File: src/rtl/wc_pin_bridge.sv
// wc_pin_bridge: pad-side adapter between a narrow pin bus and a wide core data path.
//   Input path : PIN_W-bit beats from the pads are assembled into CORE_W-bit words and
//                presented to the core through a one-word holding register (valid/ready).
//   Output path: core result words enter a FIFO_DEPTH-word FIFO and are shifted out
//                onto the output pins one PIN_W-bit beat per cycle.
// Ports
//   clk, rst                      clock (rising edge), asynchronous active-low reset
//   pin_d, pin_d_vld              input beat from pads (no backpressure)
//   core_in_data/vld/rdy          assembled word to core
//   core_out_data/vld/rdy         result word from core; rdy = FIFO not full
//   pin_z, pin_z_vld              output beat to pads
//   err_ovf                       sticky: an assembled input word was dropped
//
// Serializer states
//   state | meaning
//   IDLE  | no word in flight, pin_z/pin_z_vld held at 0
//   SHIFT | driving beat sh_cnt of sh_word onto pin_z
module wc_pin_bridge #(
  parameter int PIN_W      = 10,
  parameter int CORE_W     = 40,
  parameter int FIFO_DEPTH = 4,
  parameter int LSB_FIRST  = 1
) (
  input  logic              clk,
  input  logic              rst,
  input  logic [PIN_W-1:0]  pin_d,
  input  logic              pin_d_vld,
  output logic [CORE_W-1:0] core_in_data,
  output logic              core_in_vld,
  input  logic              core_in_rdy,
  input  logic [CORE_W-1:0] core_out_data,
  input  logic              core_out_vld,
  output logic              core_out_rdy,
  output logic [PIN_W-1:0]  pin_z,
  output logic              pin_z_vld,
  output logic              err_ovf
);

  localparam int BEATS = CORE_W / PIN_W;
  localparam int BW    = (BEATS > 1) ? $clog2(BEATS) : 1;
  localparam int AW    = (FIFO_DEPTH > 1) ? $clog2(FIFO_DEPTH) : 1;
  localparam logic [BW-1:0] LAST_BEAT = BW'(BEATS - 1);
  localparam logic [AW:0]   FULL_CNT  = (AW + 1)'(FIFO_DEPTH);

  localparam logic [0:0] IDLE  = 1'b0;
  localparam logic [0:0] SHIFT = 1'b1;

  // Beat number -> slice index within the word; shared by both directions.
  function automatic logic [BW-1:0] slot_of(input logic [BW-1:0] beat);
    return (LSB_FIRST != 0) ? beat : LAST_BEAT - beat;
  endfunction

  // ---------------- input path ----------------
  logic [BW-1:0]     in_cnt;
  logic [BW-1:0]     in_slot;
  logic [CORE_W-1:0] asm_q;
  logic [CORE_W-1:0] asm_next;
  logic [CORE_W-1:0] hold_data;
  logic              hold_vld;
  logic              err_q;
  logic              word_done;

  assign in_slot   = slot_of(in_cnt);
  assign word_done = pin_d_vld && (in_cnt == LAST_BEAT);

  // The completed word includes the beat arriving this cycle, so the holding
  // register can load it on the same edge (no extra latency).
  always_comb begin
    asm_next = asm_q;
    asm_next[int'(in_slot)*PIN_W +: PIN_W] = pin_d;
  end

  always_ff @(posedge clk or negedge rst) begin
    if (!rst) begin
      in_cnt    <= '0;
      asm_q     <= '0;
      hold_data <= '0;
      hold_vld  <= 1'b0;
      err_q     <= 1'b0;
    end else begin
      if (pin_d_vld) begin
        asm_q  <= asm_next;
        in_cnt <= (in_cnt == LAST_BEAT) ? '0 : in_cnt + 1'b1;
      end
      if (word_done && (!hold_vld || core_in_rdy)) begin
        hold_data <= asm_next;
        hold_vld  <= 1'b1;
      end else if (hold_vld && core_in_rdy) begin
        hold_vld <= 1'b0;
      end
      if (word_done && hold_vld && !core_in_rdy) begin
        err_q <= 1'b1;
      end
    end
  end

  assign core_in_data = hold_data;
  assign core_in_vld  = hold_vld;
  assign err_ovf      = err_q;

  // ---------------- output FIFO ----------------
  logic [CORE_W-1:0] mem [FIFO_DEPTH];
  logic [AW-1:0]     wr_ptr;
  logic [AW-1:0]     rd_ptr;
  logic [AW:0]       occ;
  logic              run;
  logic              full;
  logic              empty;
  logic              push;
  logic              pop;

  assign full  = (occ == FULL_CNT);
  assign empty = (occ == '0);
  // run keeps core_out_rdy low while reset is asserted, so every output reads 0 in reset.
  assign core_out_rdy = run && !full;
  assign push  = core_out_vld && core_out_rdy;

  always_ff @(posedge clk) begin
    if (push) begin
      mem[wr_ptr] <= core_out_data;
    end
  end

  always_ff @(posedge clk or negedge rst) begin
    if (!rst) begin
      run    <= 1'b0;
      wr_ptr <= '0;
      rd_ptr <= '0;
      occ    <= '0;
    end else begin
      run <= 1'b1;
      if (push) wr_ptr <= wr_ptr + 1'b1;
      if (pop)  rd_ptr <= rd_ptr + 1'b1;
      case ({push, pop})
        2'b10:   occ <= occ + 1'b1;
        2'b01:   occ <= occ - 1'b1;
        default: occ <= occ;
      endcase
    end
  end

  // ---------------- serializer ----------------
  logic [0:0]        state;
  logic [CORE_W-1:0] sh_word;
  logic [BW-1:0]     sh_cnt;
  logic [BW-1:0]     out_slot;
  logic              at_last;

  assign at_last  = (sh_cnt == LAST_BEAT);
  // Popping on the last beat lets the next word follow with no idle cycle.
  assign pop      = !empty && ((state == IDLE) || at_last);
  assign out_slot = slot_of(sh_cnt);

  always_ff @(posedge clk or negedge rst) begin
    if (!rst) begin
      state   <= IDLE;
      sh_word <= '0;
      sh_cnt  <= '0;
    end else if (pop) begin
      state   <= SHIFT;
      sh_word <= mem[rd_ptr];
      sh_cnt  <= '0;
    end else if (state == SHIFT) begin
      if (at_last) begin
        state <= IDLE;
      end else begin
        sh_cnt <= sh_cnt + 1'b1;
      end
    end
  end

  assign pin_z_vld = (state == SHIFT);
  assign pin_z     = (state == SHIFT) ? sh_word[int'(out_slot)*PIN_W +: PIN_W] : '0;

endmodule
File: config.mk
export PLATFORM = sky130hd
export DESIGN_NAME = wc_pin_bridge
export DESIGN_NICKNAME = d
export VERILOG_FILES = /design/src/rtl/wc_pin_bridge.sv
export SDC_FILE = /design/constraint.sdc
export NUM_CORES = 1
export LEC_CHECK = 0
export ABC_CLOCK_PERIOD_IN_PS = 2650
export CORE_MARGIN = 5
export CORE_UTILIZATION = 55
export CTS_CLUSTER_SIZE = 24
export DETAILED_ROUTE_END_ITERATION = 10
export PLACE_DENSITY = 0.76
export SYNTH_ARGS = -nofsm -noshare
export SYNTH_HDL_FRONTEND = slang
export SYNTH_SLANG_ARGS = --single-unit
File: constraint.sdc
create_clock -name clk -period 2.65 [get_ports clk]
set_clock_uncertainty 0.2 [all_clocks]
set_input_delay 0.53 -clock clk [delete_from_list [all_inputs] [get_ports clk]]
set_output_delay 0.53 -clock clk [all_outputs]
set_load 0.005 [all_outputs]
# After elaboration in Yosys (flattened, before gate mapping)
# Memories as Yosys holds them, arrays and structs flattened. A register that Yosys moved wholly into a read port is not among the register bits.
# Cells that the tools add are included.
op_classes:
  add_sub_neg: 7
  n_mul: 2
  n_eq_ne: 6
  shifts: 3
  muxes: 14
  bitwise_logic: 1
  n_reduce_logical: 20
op_table:
  columns: ["cell", "count"]
  rows:
  - ["bitwise mux 40 bit", 1]
  - ["variable shift 10 x 33 -> 40 bit (first input constant)", 1]
  - ["variable part select 10 x 33 -> 40 bit", 1]
  - ["variable part select 40 x 7 -> 10 bit", 1]
  - ["negation 6 -> 33 bit", 1]
  - ["multiplier 2 x 3 -> 5 bit (second input constant)", 2]
  - ["2-to-1 mux 10 bit", 1]
  - ["adder 2 x 1 -> 2 bit (second input constant)", 4]
  - ["logical AND 1 bit", 8]
  - ["2-to-1 mux 2 bit", 4]
  - ["2-to-1 mux 1 bit", 7]
  - ["== test 2 bit (second input constant)", 3]
  - ["one-hot mux 3 bit (2 select lines)", 1]
  - ["nonzero test 2 bit", 3]
  - ["logical NOT 1 bit", 5]
  - ["adder 3 x 1 -> 3 bit (second input constant)", 1]
  - ["== test 3 bit (second input constant)", 1]
  - ["logical NOT 3 bit", 1]
  - ["subtractor 3 x 1 -> 3 bit (second input constant)", 1]
  - ["== test 2 x 1 -> 1 bit (second input constant)", 1]
  - ["logical OR 1 bit", 2]
  - ["inequality test 2 bit (second input constant)", 1]
  - ["AND reduction 2 bit", 1]
  - ["inverter 1 bit", 1]
totals:
  ff_bits: 95
  ramBits: 160
  in_bits: 55
  out_inout_bits: 54
  wordCells: 65
  n_memories: 1
mem_list:
  columns: ["memory", "depth", "width", "rd", "rd_clocked_by_memory_dff", "write_ports", "line", "text"]
  rows:
  - ["mem", 4, 40, 1, 1, 1, "102", "logic [CORE_W-1:0] mem [FIFO_DEPTH];"]

# Longest topological paths before layout
# Gate-level depths: netlist (run 1).
logic_depth:
  depth_word: 6
  depth_mapped: 10
  ltp_nobuf: 10

# Least setup slack after synthesis (run 1)
# OpenSTA, ideal clock, no wires.
synth_timing:
  kind: "flip-flop to flip-flop"
  from: "register occ[0]"
  to: "memory mem[0][0], enable pin"
  setup_time_ps: 401
  t_arrival_ps: 1832
  required_ps: 2049
  path_slack_ps: 217
  path_stages_with_launch: 4
  n_path_buf: 0
  period_less_slack_ps: 2433
  path_cell_list: "dfrtp_1 -> inv_1 -> a31oi_1 -> and3_1"
synth_via:
  elab_chain_cells: 6
synth_lines:
  columns: ["element", "line", "text"]
  rows:
  - ["start, declared", "105", "logic [AW:0] occ;"]
  - ["start signal, assigned", "135", "2'b10: occ <= occ + 1'b1;"]
  - ["start signal, assigned", "136", "2'b01: occ <= occ - 1'b1;"]
  - ["== test 3 bit", "112", "assign full = (occ == FULL_CNT);"]
  - ["logical NOT 1 bit", "115", "assign core_out_rdy = run && !full;"]
  - ["logical AND 1 bit", "115", null]
  - ["net core_out_rdy", "33", "output logic core_out_rdy,"]
  - ["logical AND 1 bit", "116", "assign push = core_out_vld && core_out_rdy;"]
  - ["2-to-1 mux 1 bit", "119", "if (push) begin"]
  - ["2-to-1 mux 1 bit (implied by the code)", "120", "mem[wr_ptr] <= core_out_data;"]
  - ["end, declared", "102", null]
# The timed path passes the listed nets, and every way through them passes these cells.

# Worst setup path in the final report (run 1)
layout_timing:
  from: "register sh_cnt[0], in the netlist out_slot[0]"
  to: "output pin_z[0]"
layout_via:
  elab_chain_cells: 3
layout_lines:
  columns: ["element", "line", "text"]
  rows:
  - ["start, declared", "145", "logic [BW-1:0] sh_cnt;"]
  - ["start signal, assigned", "167", "sh_cnt <= sh_cnt + 1'b1;"]
  - ["multiplier 2 x 3 -> 5 bit", "173", "assign pin_z = (state == SHIFT) ? sh_word[int'(out_slot)*PIN_W +: PIN_W] : '0;"]
  - ["variable part select 40 x 7 -> 10 bit", "173", null]
  - ["2-to-1 mux 10 bit", "173", null]
  - ["end, declared", "34", "output logic [PIN_W-1:0] pin_z,"]
# Every way passes these cells.

==> results.cfg, run 1 <==
[clock_network]
htreeDepth = 1
insertion_delay_ns = 0.55
cts_buffers = 29
path_clk_slew_ns = 0.06
cts_buffer_depth = 3
clkSinkCount = 295
cts_tree = yes
cts-root-buf = clkbuf_16

[detailed_routing]
routed_wl_um = 26300
drt_iter0_drc = 616
firstDrtPassIters = 5
met3_length_um = 1250
final_antenna_net_count = 0
route.met2.wl_um = 13100
num_vias = 7409
highest_layer = met4
met1_length_um = 11300
wl_per_cell_um = 20.6
drcViolationCount = 0
vias_per_cell = 5.82

[floorplan]
dieArea_um2 = 26000
die_h_um = 161
start_util_pct = 55.7
die_w_um = 161
coreArea_um2 = 22600
rows = 55
top_level_ports = 109

[cells_and_area]
nFillCells = 1565
drive_gt1_share_pct = 22.8
nets = 1033
fin_area_um2 = 15100
area_growth_pct = 20.2
multi_input_area_um2 = 4090
fin_cells = 1274
regArea_um2 = 8190

[timing]
fmax_mhz = 372
finalHoldViolCount = 0
fin_crit_sh_pct = 101
finalSetupTns_ns = -0.161
layout_min_cycle_time_ns = 2.69
setup_violations = 7
maxSlewHeadroom_pct = 56.5
slew_viol_final = 0
worstMarginPinSlew_ns = 0.648
rsz0062_at_grt = true
setup_slack_ns = -0.0369

[power]
vdd_ir_drop_max_v = 0.000960
p_leak_nw = 5.66
p_per_area_nw_per_um2 = 1150

[worst_setup_path]
cp-startpoint = out_slot[0]
crit_fanout = 4
rr_worst_depth = 11
r2r_start = out_slot[0]
cp.required_ns = 1.92
crit_type = reg -> out
arrival_ns = 1.96
cp_cell_sequence = buf_6 -> buf_6 -> mux4_2 -> and2_4 -> buf_6
cp_common_cell = buf_6
critPathSlowestCell = mux4_2
crit_path_end_kind = output pin
critical_path.max_stage_delay_ns = 0.49
startpoint_type = flip-flop

[yosys]
synth_xor_xnor_area_share_pct = 0.418
synth_area_leader_cell = edfxtp_1
synth-seq-area-share_pct = 65.0
syn-num-nets = 905
syn_area_um2 = 12600
synth_mux_area_share_pct = 15.2
ys_async_sr_fraction_pct = 45.8
ys.flop_type = edfxtp_1
synth_compound_area_share_pct = 6.80
ys_types = 66
post_synth.cell_area_avg_um2 = 15.0
synthAdderAreaFrac_pct = 1.35
ys_top_cells_by_area = edfxtp_1 38%, dfrtp_1 27%, mux4_2 9.1%
ys_ff_latch = 295
synth-edff-count = 160
synth_cells = 837
synth_simple_gate_area_share_pct = 8.28
synth_top_family_by_area = multiplexers
yosysWarnings = 0
synth_top_area_share_pct = 38.2

[run]
drv_cap = 0

[placed_design]
hpwl_um = 17400
place_ws_ns = 0.0634
place_congestion = 0.859
placed_cell_area_um2 = 14100
dp_cells = 1213
numPortBuffers = 108

[hold_path]
hold_start = asm_q[34]
hold_path.class = reg -> reg
min_delay_path_depth = 2

[run_status]
outcome = finished with violations
failed_checks = setup timing

[global_routing]
grt_max_degree = 53
grt-ovfl-total = 0
grtUsageTotal_pct = 20.5
grt_pass1_vias = 7641
grt_pass1_wl_um = 42300
antenna_found_initial = 1
## cells by family (layout without fill, tap and decap cells)
logic type	count (synthesis)	in the layout
fa+ha+maj	13	13
other cells	1	2
xor+xnor	6	6
mux	118	118
buf+inv	66	217
compound gates	133	133
simple gates	205	205
flops	295	295
## stage by stage
step	hold slack, ns	power (mW)	utilization (%)
after floorplan	0.0344	11.0	-
after global placement	0.252	13.2	62.5
after detailed placement	0.263	13.4	62.5
after CTS	0.280	17.5	66.8
after global routing	0.293	18.4	67.0
final	0.270	17.4	67.0
## report_power, final
group | total, mW | switching [mW] | internal (mW)
Combinational | 6.84 | 3.21 | 3.63
Sequential | 6.79 | 0.725 | 6.07
Clock | 3.78 | 1.68 | 2.10
## flip-flops by register name (all words and copies together) (netlist names)
name / cells
pin_z_vld: 1
mem: 160
out_slot: 2
sh_word: 40
run: 1
in_cnt: 2
rd_ptr: 2
err_ovf: 1
wr_ptr: 2
core_in_data: 40
asm_q: 40
occ: 3
core_in_vld: 1
## cell type report
type	instances	share of cell area, %
antenna	1	0.0166
multi-input combinational	476	27.0
timing repair buffer	146	10.1
tap	285	2.36
sequential	295	54.2
inverter	17	0.422
clock inverter	17	0.670
clock buffer	37	5.20
## final timing paths
check | to | slack, ns
max in group asynchronous | sh_word[15] | 1.36
min | asm_q[34] | 0.27
max | pin_z[0] | -0.04
min reg2reg | asm_q[34] | 0.27
max reg2reg | occ[2] | 0.23
min in group asynchronous | core_in_data[25] | 0.29
## cell usage after synthesis (5+ instances only)
cell type	n
clkbuf_1	13
nor3_1	6
inv_1	14
nor2_1	27
o21ai_0	43
a21oi_1	18
dfrtp_1	135
mux2_2	45
o21ai_1	11
edfxtp_1	160
o31ai_1	9
and3_1	9
buf_6	9
mux4_2	51
mux2i_1	18
buf_4	5
ha_1	12
buf_2	21
nand3_1	8
nand2_1	84
o211ai_1	10
and2_1	12
nor2b_1	22
a31oi_1	14
nand2b_1	6
nand3b_1	14
## critical path: cells and delay by family (launching register included)
| family | cells | cell delay, ns |
|---|---|---|
| buffers and inverters | 3 | 0.36 |
| and+or+nand+nor | 1 | 0.16 |
| DFF | 1 | 0.40 |
| muxes | 1 | 0.49 |
## cells in the final DEF (no fill, tap or decap), drive strengths merged, types with 3 or more instances in the layout
cell	count
a21oi	18
a2bb2oi	3
a31oi	14
a32o	3
and2	12
and3	11
buf	48
clkbuf	37
clkdlybuf4s50	96
clkinv	16
dfrtp	135
edfxtp	160
ha	12
inv	16
mux2	46
mux2i	20
mux4	52
nand2	84
nand2b	6
nand3	10
nand3b	14
nor2	29
nor2b	22
nor3	6
nor4	4
o211ai	10
o21ai	56
o2bb2ai	4
o31ai	10
xnor2	3
xor2	3
## metal layers
| metal | global-route usage (%) | vias to the layer above |
|---|---|---|
| met5 | 0 | - |
| li1 | - | 3397 |
| met3 | 2.48 | 47 |
| met1 | 28.6 | 3761 |
| met4 | 5.89 | 0 |
| met2 | 34.7 | 204 |
## what timing repair did
item | in CTS | in global routing
pin swaps | 10 | 0
endpoints found under the setup margin | 11 | 11
cloned | 0 | 0
buffers inserted | 6 | 0
resized for setup | 63 | 8
hold endpoints to repair | 48 | 0
hold buffers | 1 | 0
No activity file was read; power rests on OpenSTA's default activity.
==> inputs of run 2 (changes only) <==
--- a/config.mk
+++ b/config.mk
@@ -7,10 +7,10 @@
 export LEC_CHECK = 0
 export ABC_CLOCK_PERIOD_IN_PS = 2650
 export CORE_MARGIN = 5
-export CORE_UTILIZATION = 55
+export CORE_UTILIZATION = 49
 export CTS_CLUSTER_SIZE = 24
 export DETAILED_ROUTE_END_ITERATION = 10
-export PLACE_DENSITY = 0.76
+export PLACE_DENSITY = 0.69
 export SYNTH_ARGS = -nofsm -noshare
 export SYNTH_HDL_FRONTEND = slang
 export SYNTH_SLANG_ARGS = --single-unit
==> results.cfg, run 2 (synthesis results as in run 1) <==
[run_status]
outcome = finished with violations
failed_checks = setup timing

[detailed_routing]
final_antenna_net_count = 0
wl_per_cell_um = 20.3
vias_per_cell = 5.59
num_vias = 7448
firstDrtPassIters = 5
routed_wl_um = 27100
drt_iter0_drc = 514
drcViolationCount = 0

[global_routing]
grt_use_met1_pct = 28.0
grtUsageMet3_pct = 2.44
antenna_found_initial = 1
grt_busiest_layer = met2
grt_max_degree = 43
grtUsageMet2_pct = 30.9
grtUsageTotal_pct = 19.2
grt-ovfl-total = 0
grt_pass1_vias = 7722
grt_pass1_wl_um = 43700

[placed_design]
placed_cell_area_um2 = 14300
numPortBuffers = 108
place_ws_ns = 0.0807
place_congestion = 0.837
hpwl_um = 18100

[worst_setup_path]
cp_cell_sequence = buf_6 -> buf_6 -> mux4_2 -> and2_4 -> buf_6
arrival_ns = 1.92
startpoint_type = flip-flop
crit_fanout = 2
cp.required_ns = 1.92
cp_common_cell = buf_6
crit_type = reg -> out
r2r_start = out_slot[0]
crit-reg2reg-capture = occ[2]
critPathSlowestCell = mux4_2
timing.critical_path.buf_inv = 3
cp_top_family = multiplexers
rr_worst_depth = 12
r2r_slack_ns = 0.15
crit_path_end_kind = output pin
critical_path.max_stage_delay_ns = 0.46

[floorplan]
die_w_um = 170
top_level_ports = 109
start_util_pct = 49.8
dieArea_um2 = 29000
die_h_um = 170
rows = 58
coreArea_um2 = 25300

[clock_network]
cts_buffer_depth = 3
insertion_delay_ns = 0.55
cts-root-buf = clkbuf_16
cts_tree = yes
path_clk_slew_ns = 0.06
htreeDepth = 1
cts_buffers = 31
clkSinkCount = 295

[timing]
rsz0062_at_grt = true
slew_viol_final = 0
finalSetupTns_ns = -0.00157
setup_violations = 1
fmax_mhz = 377
setup_slack_ns = -0.00157
worstMarginPinSlew_ns = 0.599
fin_crit_sh_pct = 100
layout_min_cycle_time_ns = 2.65
maxSlewHeadroom_pct = 60.1
finalHoldViolCount = 0

[cells_and_area]
largest-register = mem
nets = 1044
largest_reg_flops = 160
mostFrequentLayoutCells = 160 x edfxtp_1, 131 x dfrtp_1, 97 x clkdlybuf4s50_1, 84 x nand2_1, 51 x mux4_2
fin_util_pct = 60.7
drive_gt1_share_pct = 24.0
mostFrequentLayoutCell = edfxtp_1
fin_area_um2 = 15300
area_growth_pct = 21.8

[power]
vdd_ir_drop_max_v = 0.000679
p_per_area_nw_per_um2 = 1160
finalPower_mw = 17.8
p_leak_nw = 5.73

[run]
drv_cap = 0

[hold_path]
hold_path.class = in -> async
[run 2: changes by cell type in the layout (fill, tap and decap cells not counted), sizes merged]
cell / delta
clkdlybuf4s50: +1
inv: +1
clkinvlp: -1
bufinv: +2
dlymetal6s2s: -1
clkbuf: +2
buf: +9
[run 2: power by group]
| part | internal [mW] | switching [mW] | total, mW | leakage [nW] |
|---|---|---|---|---|
| registers | 6.07 | 0.739 | 6.81 | 3.14 |
| logic | 3.69 | 3.25 | 6.94 | 2.12 |
| clock network | 2.35 | 1.71 | 4.06 | 0.475 |
| total | 12.1 | 5.70 | 17.8 | 5.73 |
[run 2: worst max path at each step]
stage / start / to / slack (ns) / cells past startpoint
after floorplan: occ[0] / mem[0][0] / 0.22 / 3
after global placement: core_out_vld / occ[2] / 0.13 / 9
after detailed placement: core_out_vld / occ[2] / 0.08 / 9
after CTS: out_slot[0] / pin_z[7] / -0.02 / 5
after global routing: out_slot[0] / pin_z[9] / -0.06 / 5
final: out_slot[0] / pin_z[7] / -0.002 / 5
[run 2: per-stage QoR]
step | hold slack, ns | instances
5_1_grt | 0.283 | 1332
2_1_floorplan | 0.0344 | 837
6_report | 0.270 | 1332
4_1_cts | 0.262 | 1331
3_5_place_dp | 0.263 | 1268
3_3_place_gp | 0.253 | 1268
[run 2: final cells by class]
cell class / instances / area (um2)
repair buffers: 155 / 1600
flip-flops and latches: 295 / 8190
multi-input cells: 476 / 4090
clock buffers: 39 / 806
fillers: 1900 / 9930
clock inverters: 19 / 154
well taps: 330 / 413
diodes: 1 / 2.50
inverters: 17 / 63.8
[run 2: timing repair]
action | 4_1_cts | 5_1_grt
pin swaps | 10 | 0
setup buffers | 3 | 1
setup endpoints to repair | 11 | 14
endpoints found under the hold margin | 35 | 0
hold buffers | 1 | 0
gates cloned | 1 | 0
resized for setup | 59 | 8
[run 2: metal layers]
layer | vias to the layer above | wire (um) | part of all wire (%)
met1 | 3790 | 12300 | 46
li1 | 3428 | - | -
met3 | 46 | 1210 | 4.5
met4 | 0 | 666 | 2.5
met2 | 184 | 12900 | 48
met5 | - | 0 | 0
==> inputs of run 3 (changes only) <==
--- a/config.mk
+++ b/config.mk
@@ -11,6 +11,7 @@
 export CTS_CLUSTER_SIZE = 24
 export DETAILED_ROUTE_END_ITERATION = 10
 export PLACE_DENSITY = 0.69
+export SLEW_MARGIN = 20
 export SYNTH_ARGS = -nofsm -noshare
 export SYNTH_HDL_FRONTEND = slang
 export SYNTH_SLANG_ARGS = --single-unit
==> results of run 3 <==
The final DEF is identical to that of run 2; final timing and power are the same.
==> RTL edit (settings of run 2) <==
`LSB_FIRST`: 1 -> 0.
--- a/src/rtl/wc_pin_bridge.sv
+++ b/src/rtl/wc_pin_bridge.sv
@@ -19,7 +19,7 @@
   parameter int PIN_W      = 10,
   parameter int CORE_W     = 40,
   parameter int FIFO_DEPTH = 4,
-  parameter int LSB_FIRST  = 1
+  parameter int LSB_FIRST  = 0
 ) (
   input  logic              clk,
   input  logic              rst,
Function: changed (Yosys sat finds a counterexample within 4 cycles, from zero or initial values and one cycle with rst low).
==> RTL edit against run 2 <==
The run still ends with negative setup slack left; sequential cell count decreased by 10; clock power is 4% lower; synthesized area fell by 3.8%; combinational power is 1% lower; setup slack lost 0.023 ns; power shrank 2.9%; worst hold slack improved by 0.0017 ns; wire length decreased by 2.1%; final area down 2.4%; first-iteration DRC count grew 20%.
==> RTL edit: results (changes against run 2) <==
Setup ws final - -0.02488 ns (-0.02331 ns)
# clk buffers - 49 (+26%)
CP max FO - 6 (+4)
Synth cell types - 59 (-11%)
R2r setup slk - 0.17 ns (+0.02 ns)
Register area - 7936 sq um (-3.1%)
Area of the multi-input gates - 3904 sq um (-4.6%)
Fraction of layout cells with a size suffix above 1 - 25.83% (+1.9 points)
Int Pwr - 11.79 mW (-2.6%)
Largest net degree at the start of global routing - 90 (+110%)
CTS Buf Count - 29 (-6.5%)
Die Width - 167.1 um (-1.8%)
Worst path max stage delay - 0.48 ns (+0.02 ns)
Fillers - 1807 (-4.9%)
Critical R2R Launch - in_cnt[0]
Buffers, non-clock - 173 (+12%)
Finished Layout Cells - 1288 (-3.3%)
Yosys reg bits - 285 (-3.4%)
Diode count - 0 (-1)
Placed inst area - 13870 sq um (-2.8%)
Setup violations, final - 8 (+7)
Dominant cells by area after synthesis - edfxtp_1 (40%), dfrtp_1 (26%), mux4_2 (10%)
Placer Congestion - 0.9832 (+18%)
HPWL Detailed - 17.77 mm (-1.5%)
Status - finished with violations
Worst min path class - register to register
Final-layout clock-cell area share - 6.084% (-0.18 points)
Synth cell count leaders - edfxtp_1 (160), dfrtp_1 (125), nand2_1 (63)
Slew HR - 60.90% (+0.80 points)
Drt via density - 5.606 (+0.26%)
Post-synthesis sequential area ratio - 65.56% (+0.51 points)
Syn nets - 854 (-5.6%)
Wire per inst - 20.60 um (+1.3%)
Maximum vdd drop - 0.5680 mV (-16%)
RR Endpoint - asm_q[34]
#MultiIn Comb - 435 (-8.6%)
Failing checks - negative setup slack
Final net count - 1008 (-3.4%)
Placed Instances - 1223 (-3.5%)
Syn_area_per_cell - 15.37 sq um (+2.3%)
Worst R2R Path Depth - 7 (-5)
Global-route wire length before repair - 42.31 mm (-3.2%)
Buffering overhead - 11.59% (+1.1 points)
RTL edit: cell count changes after synthesis, sizes merged, moves of 5 or more:
| cell | run 2 | this run |
|---|---|---|
| nand2 | 84 | 63 |
| o21ai | 56 | 38 |
| nand3 | 10 | 23 |
| mux2i | 20 | 9 |
| dfrtp | 135 | 125 |
| nand3b | 14 | 4 |
| mux2 | 46 | 54 |
| nor2b | 22 | 14 |
| a22o | 2 | 8 |
| clkbuf | 13 | 19 |
| a31oi | 14 | 9 |
| buf | 36 | 31 |
| nor3 | 6 | 11 |
| o211ai | 10 | 5 |
RTL edit: how the worst max path moves through the flow:
stage	slack [ns]	startpoint	cells after the start	endpoint
after detailed placement	0.15	pin_d[6]	6	asm_q[38]
after global placement	0.14	in_cnt[0]	8	core_in_data[26]
after CTS	-0.06	sh_cnt[0]	5	pin_z[7]
final	-0.02	sh_cnt[0]	5	pin_z[7]
after floorplan	0.02	in_cnt[0]	10	asm_q[17]
after global routing	-0.11	sh_cnt[0]	5	pin_z[2]
RTL edit: repair_timing:
action	4_1_cts	5_1_grt
endpoints found under the hold margin	125	0
endpoints found under the setup margin	11	12
buffers inserted	10	0
pin swaps	5	1
gates resized for setup	70	3
hold buffers	1	0
RTL edit: stage by stage:
| step | util (%) | setup TNS [ns] | setup slack, ns |
|---|---|---|---|
| 3_5_place_dp | 57.02 | 0 | 0.1489 |
| 4_1_cts | 61.42 | -0.3979 | -0.05889 |
| 2_1_floorplan | - | 0 | 0.02498 |
| 5_1_grt | 61.48 | -0.8501 | -0.1053 |
| 3_3_place_gp | 57.02 | 0 | 0.1419 |
| 6_report | 61.48 | -0.1065 | -0.02488 |
RTL edit: power groups by stage:
stage / clock, mW / sequential [mW] / combinational [mW]
after floorplan: 0 / 6.28 / 4.26
after global placement: 0 / 6.59 / 6.49
after detailed placement: 0 / 6.62 / 6.55
after CTS: 3.98 / 6.56 / 6.89
after global routing: 4.17 / 6.67 / 7.42
final: 3.88 / 6.55 / 6.86
RTL edit: cell families (layout without fill, tap and decap cells):
group           count (synthesis)  after routing  synth area share (%)
mux                           117            117                 15.92
other cells                     1              1               0.03099
buf+inv                        67            244                 2.585
flops                         285            285                 65.56
simple gates                  184            184                 7.652
xor+xnor                        6              6                0.4344
compound gates                115            115                 6.515
fa+ha+maj                      12             12                 1.303
RTL edit: routing by layer:
layer | vias to the layer above | global-route usage [%] | routed length (um)
met4 | 0 | 4.658 | 598
li1 | 3306 | - | -
met2 | 219 | 31.74 | 12970
met3 | 46 | 3.088 | 1594
met1 | 3650 | 26.47 | 11360
met5 | - | 0 | 0
